$ cat src/rtl/morse_pkg.sv
// Shared Morse timing definitions: FSM state encoding and threshold multipliers
// expressed in Morse time units, used by the key timer and the character decoder.
package morse_pkg;

    typedef enum logic [2:0] {
        IDLE      = 3'd0,
        PRESS     = 3'd1,
        GAP       = 3'd2,
        WAIT_WORD = 3'd3,
        LOCKOUT   = 3'd4
    } state_e;

    localparam int DASH_MIN_U  = 2;
    localparam int PRESS_MAX_U = 8;
    localparam int LG_U        = 2;
    localparam int WG_U        = 5;

    function automatic int units_to_cycles(input int units, input int unit_cycles);
        return units * unit_cycles;
    endfunction

endpackage

$ cat src/rtl/key_debouncer.sv
// Two-flop synchroniser for the raw key level followed by a debounce counter
// that accepts a level change only after DEB_CYCLES consecutive differing samples.
module key_debouncer #(
    parameter int DEB_CYCLES = 4,
    parameter int CNT_W      = 16
) (
    input  logic clk,
    input  logic rst_n,
    input  logic key_in,
    output logic key_db
);

    localparam logic [CNT_W-1:0] DEB_LAST = CNT_W'(DEB_CYCLES - 1);

    logic             sync1_q;
    logic             key_s_q;
    logic             key_db_q;
    logic             key_db_d;
    logic [CNT_W-1:0] deb_cnt_q;
    logic [CNT_W-1:0] deb_cnt_d;

    // The counter restarts on any agreeing sample, so only an unbroken run toggles key_db.
    always_comb begin
        deb_cnt_d = '0;
        key_db_d  = key_db_q;
        if (key_s_q != key_db_q) begin
            if (deb_cnt_q == DEB_LAST) begin
                key_db_d = key_s_q;
            end else begin
                deb_cnt_d = deb_cnt_q + CNT_W'(1);
            end
        end
    end

    always_ff @(posedge clk or negedge rst_n) begin
        if (!rst_n) begin
            sync1_q   <= 1'b0;
            key_s_q   <= 1'b0;
            key_db_q  <= 1'b0;
            deb_cnt_q <= '0;
        end else begin
            sync1_q   <= key_in;
            key_s_q   <= sync1_q;
            key_db_q  <= key_db_d;
            deb_cnt_q <= deb_cnt_d;
        end
    end

    assign key_db = key_db_q;

endmodule

$ cat src/rtl/morse_key_timer.sv
// Morse key front end: debounced key level, press/gap duration counter and the
// classification FSM that emits one-cycle dot/dash/lg/wg/error pulses.
module morse_key_timer
    import morse_pkg::*;
#(
    parameter int UNIT_CYCLES = 10,
    parameter int DEB_CYCLES  = 4,
    parameter int CNT_W       = 16
) (
    input  logic clk,
    input  logic rst_n,
    input  logic key_in,
    output logic dot,
    output logic dash,
    output logic lg,
    output logic wg,
    output logic error,
    output logic key_db
);

    // dur is cleared in an edge cycle, so it reads k-2 in the k-th cycle of a level
    // and length-1 in the first cycle after a level of that length ends.
    localparam logic [CNT_W-1:0] DASH_MIN_DUR = CNT_W'(units_to_cycles(DASH_MIN_U, UNIT_CYCLES) - 1);
    localparam logic [CNT_W-1:0] PRESS_MAX_HIT = CNT_W'(units_to_cycles(PRESS_MAX_U, UNIT_CYCLES) - 2);
    localparam logic [CNT_W-1:0] LG_HIT = CNT_W'(units_to_cycles(LG_U, UNIT_CYCLES) - 2);
    localparam logic [CNT_W-1:0] WG_HIT = CNT_W'(units_to_cycles(WG_U, UNIT_CYCLES) - 2);

    logic             key_db_w;
    logic             key_db_dly_q;
    logic             rise;
    logic             fall;
    logic [CNT_W-1:0] dur_q;
    logic [CNT_W-1:0] dur_d;
    state_e           state_q;
    state_e           state_d;
    logic             dot_q,   dot_d;
    logic             dash_q,  dash_d;
    logic             lg_q,    lg_d;
    logic             wg_q,    wg_d;
    logic             error_q, error_d;

    key_debouncer #(
        .DEB_CYCLES (DEB_CYCLES),
        .CNT_W      (CNT_W)
    ) u_debouncer (
        .clk    (clk),
        .rst_n  (rst_n),
        .key_in (key_in),
        .key_db (key_db_w)
    );

    assign rise = key_db_w & ~key_db_dly_q;
    assign fall = ~key_db_w & key_db_dly_q;

    always_comb begin
        dur_d = dur_q;
        if (rise || fall) begin
            dur_d = '0;
        end else if (dur_q != '1) begin
            dur_d = dur_q + CNT_W'(1);
        end
    end

    // Edges are tested before thresholds, so a rise coinciding with a threshold wins.
    always_comb begin
        state_d = state_q;
        dot_d   = 1'b0;
        dash_d  = 1'b0;
        lg_d    = 1'b0;
        wg_d    = 1'b0;
        error_d = 1'b0;
        unique case (state_q)
            IDLE: begin
                if (rise) begin
                    state_d = PRESS;
                end
            end
            PRESS: begin
                if (fall) begin
                    if (dur_q >= DASH_MIN_DUR) begin
                        dash_d = 1'b1;
                    end else begin
                        dot_d = 1'b1;
                    end
                    state_d = GAP;
                end else if (dur_q == PRESS_MAX_HIT) begin
                    error_d = 1'b1;
                    state_d = LOCKOUT;
                end
            end
            GAP: begin
                if (rise) begin
                    state_d = PRESS;
                end else if (dur_q == LG_HIT) begin
                    lg_d    = 1'b1;
                    state_d = WAIT_WORD;
                end
            end
            WAIT_WORD: begin
                if (rise) begin
                    state_d = PRESS;
                end else if (dur_q == WG_HIT) begin
                    wg_d    = 1'b1;
                    state_d = IDLE;
                end
            end
            LOCKOUT: begin
                if (fall) begin
                    state_d = IDLE;
                end
            end
            default: begin
                state_d = IDLE;
            end
        endcase
    end

    always_ff @(posedge clk or negedge rst_n) begin
        if (!rst_n) begin
            key_db_dly_q <= 1'b0;
            dur_q        <= '0;
            state_q      <= IDLE;
            dot_q        <= 1'b0;
            dash_q       <= 1'b0;
            lg_q         <= 1'b0;
            wg_q         <= 1'b0;
            error_q      <= 1'b0;
        end else begin
            key_db_dly_q <= key_db_w;
            dur_q        <= dur_d;
            state_q      <= state_d;
            dot_q        <= dot_d;
            dash_q       <= dash_d;
            lg_q         <= lg_d;
            wg_q         <= wg_d;
            error_q      <= error_d;
        end
    end

    assign dot    = dot_q;
    assign dash   = dash_q;
    assign lg     = lg_q;
    assign wg     = wg_q;
    assign error  = error_q;
    assign key_db = key_db_w;

endmodule

$ cat config.mk
export PLATFORM = sky130hd
export DESIGN_NAME = morse_key_timer
export DESIGN_NICKNAME = d
export VERILOG_FILES = /design/src/rtl/morse_pkg.sv /design/src/rtl/key_debouncer.sv /design/src/rtl/morse_key_timer.sv
export SDC_FILE = /design/constraint.sdc
export NUM_CORES = 1
export LEC_CHECK = 0
export BUFFER_PORTS_ARGS = -buffer_cell sky130_fd_sc_hd__buf_2
export CORE_ASPECT_RATIO = 1.25
export CORE_MARGIN = 5
export CORE_UTILIZATION = 35
export DETAILED_ROUTE_END_ITERATION = 12
export GPL_TIMING_DRIVEN = 0
export PLACE_DENSITY = 0.59
export SKIP_LAST_GASP = 1
export SLEW_MARGIN = 0
export SYNTH_ARGS = -nofsm -noshare
export SYNTH_HDL_FRONTEND = slang
export SYNTH_HIERARCHICAL = 1
export SYNTH_SLANG_ARGS = --single-unit
$ cat constraint.sdc
create_clock -name clk -period 4.75 [get_ports clk]
set_input_delay 0.2375 -clock clk [delete_from_list [all_inputs] [get_ports clk]]
set_output_delay 0.2375 -clock clk [all_outputs]
set_load 0.005 [all_outputs]
; ---- Yosys cells after proc, flatten, opt, wreduce, memory -nomap -nowiden
; Index checks and enable logic that the tools add are counted.
[word_totals]
reg_bits = 44
in_bits = 3
out_inout_bits = 6
wordCells = 67
[classes]
n_addsub = 2
n_lt_le_gt_ge = 1
eq_ne = 15
n_mux = 28
bitwise = 4
reduce_logical = 5
[op_table]
columns = op, count
row1 = two-way mux 16 bit, 4
row2 = "adder 16 x 1 -> 16 bit, second input constant", 2
row3 = two-way mux 3 bit, 8
row4 = "equality test 16 x 2 -> 1 bit, second input constant", 1
row5 = "equality test 16 x 5 -> 1 bit, second input constant", 1
row6 = "equality test 16 x 6 -> 1 bit, second input constant", 1
row7 = "equality test 16 x 7 -> 1 bit, second input constant", 1
row8 = ">= comparator 16 x 5 -> 1 bit, second input constant", 1
row9 = "!= test 16 bit, second input constant", 1
row10 = two-way mux 1 bit, 15
row11 = one-hot mux 3 bit (5 select lines), 1
row12 = "!= test 3 bit, second input constant", 3
row13 = "equality test 3 x 2 -> 1 bit, second input constant", 2
row14 = AND reduction 5 bit, 1
row15 = "!= test 2 bit, second input constant", 2
row16 = "equality test 3 x 1 -> 1 bit, second input constant", 1
row17 = "equality test 3 bit, second input constant", 1
row18 = logical NOT 3 bit, 1
row19 = AND 1 bit, 2
row20 = inverter 1 bit, 2
row21 = AND reduction 2 bit, 1
row22 = nonzero test 2 bit, 1
row23 = logical OR 1 bit, 1
row24 = != test 1 bit, 1

; ---- Logic depth before layout (Yosys ltp)
[logic_depth]
word_depth = 4
mapped_depth = 8

; ---- Modules after synthesis
; Netlist, hierarchy kept.
[by_module_without_submodules]
columns = module, instances, cells_each, area_per_inst_um2, seq_area_each_um2
row1 = morse_key_timer, 1, 146, 1412.6, 625.6
row2 = key_debouncer, 1, 84, 905.9, 475.5

; ---- Worst setup path before layout
; OpenSTA, ideal clock, no wires.
[synth_path]
path_type = flip-flop to flip-flop
startpoint = reg dur_q[1]
endpoint = reg dur_q[9]
setup_ns = 0.123
t_arrival_ns = 1.661
required_ns = 4.627
slack_ns = 2.966
stages_incl_launch_ff = 9
n_path_buf = 2
synth_period_minus_slack_ns = 1.784
path_cell_list = dfrtp_1 > ha_1 > buf_4 > inv_2 > or3_4 > or2_1 > buf_6 > and3_4 > mux2i_1
[synth_via]
elab_chain_len = 3
elab_cells_between_ends = 5
classes_between = add/sub (1) / eq/ne (1) / mux (2) / reduce/logical (1)
[synth_rtl]
columns = element, line_no
row1 = from (decl), morse_key_timer.sv:32  ; logic [CNT_W-1:0] dur_q;
row2 = from (signal assigned), morse_key_timer.sv:130  ; dur_q <= dur_d;
row3 = adder 16 x 1 -> 16 bit, morse_key_timer.sv:60  ; dur_d = dur_q + CNT_W'(1);
row4 = two-way mux 16 bit, morse_key_timer.sv:59  ; end else if (dur_q != '1) begin
row5 = two-way mux 16 bit, morse_key_timer.sv:57  ; if (rise || fall) begin
; Parallel ways exist; a longest one is shown, timed or not. The select of a mux whose other input is x is not followed.
; A chain may end at the register's enable or synchronous reset.

; ---- Final worst setup path
; Ends and elaborated chain as after synthesis.

==> impl_metrics.env <==
export IMPL_wl_met3_um=124
export IMPL_drt_iter0_drc=62
export IMPL_n_antenna_cell=0
export IMPL_drt_total_wl_um=4323
export IMPL_die_h_um=101.0
export IMPL_power_leakage_nw=1.083
export IMPL_postCtsSetupBuffers=0
export IMPL_critPathRequiredTime_ps=4940
export IMPL_syn_nets=239
export IMPL_first_pass_iters=4
export IMPL_antenna_found_initial=0
export IMPL_place_gp_congestion=0.7883
export IMPL_wl_met1_um=1924
export IMPL_pin_count=9
export IMPL_die_area_um2=8362
export IMPL_areaGrowthSynthToFinish_pct=10.42
export IMPL_cts_resized=0
export IMPL_cp_depth=8
export IMPL_ant_nets=0
export IMPL_clock_fmax_mhz=524.7
export IMPL_cp_max_fo=9
export IMPL_numPortBuffers=8
export IMPL_tightestPinTransition_ps=979.2
export IMPL_synth_area_leaders="dfrtp_1, xnor2_1, nor2_1, ha_1, nor3_1"
export IMPL_multiInputGateArea_um2=1130
export IMPL_pre_cts_slack_ps=2835
export IMPL_crit_type="reg -> reg"
export IMPL_status="completed"
export IMPL_ys_warn_count=6
export IMPL_dpl_cell_area_um2=2467
export IMPL_synth_seq_cells=44
export IMPL_path_cells="ha_1 -> buf_4 -> inv_2 -> or3_4 -> or2_1 -> buf_6 -> and3_4 -> mux2i_1"
export IMPL_root_buffer="clkbuf_8"
export IMPL_htreeDepth=2
export IMPL_cp_num_buf_inv=3
export IMPL_fin_skew_ps=5.906
export IMPL_viasPerCell=4.934
export IMPL_rsz0062_at_grt="false"
export IMPL_grt_ovfl_total=0
export IMPL_insertion_delay_ps=290
export IMPL_grt_max_degree=45
export IMPL_cts_buffer_depth=2
export IMPL_report_final_slew_viol_count=0
export IMPL_die_w_um=82.80
export IMPL_num_nets_final=254
export IMPL_period_needed_ps=1906
export IMPL_cts_sinks=44
export IMPL_start_util=0.3554
export IMPL_cap_violations=0
export IMPL_yosysTopAreaCell="dfrtp_1"
export IMPL_hold_depth=1
export IMPL_row_count=33
export IMPL_wire_per_inst_um=12.98
export IMPL_route_met2_wl_um=2202
export IMPL_critPathArrivalTime_ps=2100
export IMPL_vdd_drop_max_mv=0.1909
export IMPL_start_kind="flop"
export IMPL_cp_slowest_stage_delay_ps=410
export IMPL_setup_viol_count_final=0
export IMPL_synth_distinct_cells=54
export IMPL_synth_area_um2=2318
export IMPL_drive_above_1_share=0.1789
export IMPL_hold_buffers=0
export IMPL_grt_usage=0.1190
export IMPL_tns_ps=0
export IMPL_slew_headroom=0.3472
export IMPL_nFillCells=683
export IMPL_worstHoldPathType="in -> reg"
export IMPL_hold_viol=0
export IMPL_period_share=0.4012
export IMPL_grt_pass1_vias=1705
export IMPL_yosysTopAreaCellShare=0.4749
export IMPL_vias=1643
export IMPL_end_kind="flop"
export IMPL_synth_area_per_cell_um2=10.08
export IMPL_r2r_cells=8
export IMPL_grt_pass1_wl_um=7803
export IMPL_cpMaxStageDelayCell="dfrtp_1"
export IMPL_worst_slack_ps=2844
export IMPL_core_area_um2=6524
export IMPL_yosysSeqAreaShare=0.4749
export IMPL_cts_tree="yes"
export IMPL_synth_cells=230
export IMPL_hpwl_um=3061
export IMPL_seq_area_um2=1101
export IMPL_fin_area_um2=2560
export IMPL_cts_reportedPaths_clkPinSlew_ps=80
export IMPL_remaining_drc_errors=0
export IMPL_numCtsBuffers=5
export IMPL_powerDensity_nw_per_um2=374.5
export IMPL_top_layer="met4"
export IMPL_cpLargestDelayFamily="simple AND/OR/NAND/NOR gates"
-- kinds of logic after synthesis --
logic type	Yosys count	synth area share
AND/OR/NAND/NOR	118	0.2909
flip-flops	44	0.4749
XOR/XNOR	26	0.09822
AO/OA/AOI/OAI	17	0.05235
buffers and inverters	16	0.03777
adder cells (fa/ha/maj)	6	0.03238
multiplexers	3	0.01349
-- worst register-to-register path, delay by kind of cell (launching register included) --
| family | cells | cell delay, ps |
|---|---|---|
| flops | 1 | 410 |
| fa+ha+maj | 1 | 170 |
| mux | 1 | 100 |
| simple gates | 3 | 780 |
| buf+inv | 3 | 340 |
-- layer usage --
metal	vias up	GRT usage
met2	18	0.2043
met5	-	0
met1	788	0.1409
li1	832	-
met3	5	0.03309
met4	0	0.03899
-- worst paths after layout --
path                                                from                             endpoint  slack [ps]
max in group asynchronous                          rst_n                 dur_q[3]$_DFFE_PN0P_        4050
hold reg to reg            u_debouncer/sync1_q$_DFF_PN0_        u_debouncer/key_s_q$_DFF_PN0_         350
setup / recovery                    dur_q[1]$_DFFE_PN0P_                 dur_q[9]$_DFFE_PN0P_        2840
min in group asynchronous                          rst_n  u_debouncer/deb_cnt_q[12]$_DFF_PN0_         100
hold / removal                                    key_in        u_debouncer/sync1_q$_DFF_PN0_          40
setup reg to reg                    dur_q[1]$_DFFE_PN0P_                 dur_q[9]$_DFFE_PN0P_        2840
-- synth_stat cells, drive strengths merged --
master   count
mux2         1
clkbuf       1
and3         5
dfrtp       44
a221oi       1
nor4         9
xor2         8
a21oi        2
nand2b       1
inv          9
o2111ai      2
o21ai        4
xnor2       18
nor4b        1
nor2        34
nor3b        2
mux2i        2
ha           6
nand4       10
nor3        15
or4          1
nand3       12
and2         3
o211a        1
or2          4
a211oi       1
o221a        1
nand2       12
or3b         1
a21o         1
or2b         1
buf          6
o21a         2
nor2b        1
or3          3
nand4b       1
or4b         1
a21boi       1
a31oi        1
and2b        1
-- flip-flops by register name, indices dropped and copies added, names as in the netlist --
register	count
wg	1
u_debouncer/key_s_q	1
error	1
dash	1
lg	1
u_debouncer/sync1_q	1
key_db_dly_q	1
dot	1
state_q	3
dur_q	16
u_debouncer/deb_cnt_q	16
u_debouncer/key_db	1
-- report_power, final --
group,switching (mW),leakage [nW],internal (mW)
combinational,0.163,0.435,0.0981
clock,0.123,0.0510,0.116
sequential,0.0434,0.597,0.415
-- placed cells by master, fill, tap and decap left out, types with 3 or more instances in the layout --
| cell | netlist | final |
|---|---|---|
| dfrtp_1 | 44 | 44 |
| nor2_1 | 30 | 30 |
| xnor2_1 | 18 | 18 |
| nor3_1 | 15 | 15 |
| nand2_1 | 12 | 12 |
| nand3_1 | 9 | 9 |
| buf_2 | 1 | 9 |
| inv_1 | 8 | 8 |
| nor4_1 | 8 | 8 |
| nand4_1 | 8 | 8 |
| xor2_1 | 8 | 8 |
| ha_1 | 6 | 6 |
| clkbuf_8 | 0 | 6 |
| o21ai_0 | 4 | 4 |
| nor2_2 | 4 | 4 |
| buf_4 | 3 | 3 |
| or2_1 | 3 | 3 |
| nand3_2 | 3 | 3 |
-- cell type report --
cell class              instances  share of cell area
multi-input cells             170              0.4413
flip-flops and latches         44              0.4301
well taps                      87             0.04252
clock buffers                   6             0.03226
plain buffers                   7             0.02102
repair buffers                  8             0.01564
inverters                       9             0.01320
clock inverters                 2            0.003910
-- through the flow --
stage / total power, mW / hold WS [ps] / utilization / std cells
floorplan: 0.6475 / -58.09 / - / 230
global placement: 0.7284 / 334.7 / 0.3782 / 325
detailed placement: 0.7341 / 337.2 / 0.3782 / 325
CTS: 0.9781 / 34.63 / 0.3924 / 333
global route: 1.036 / 34.59 / 0.3924 / 333
finish: 0.9587 / 44.39 / 0.3924 / 333
No activity file was read; power rests on OpenSTA's default activity.
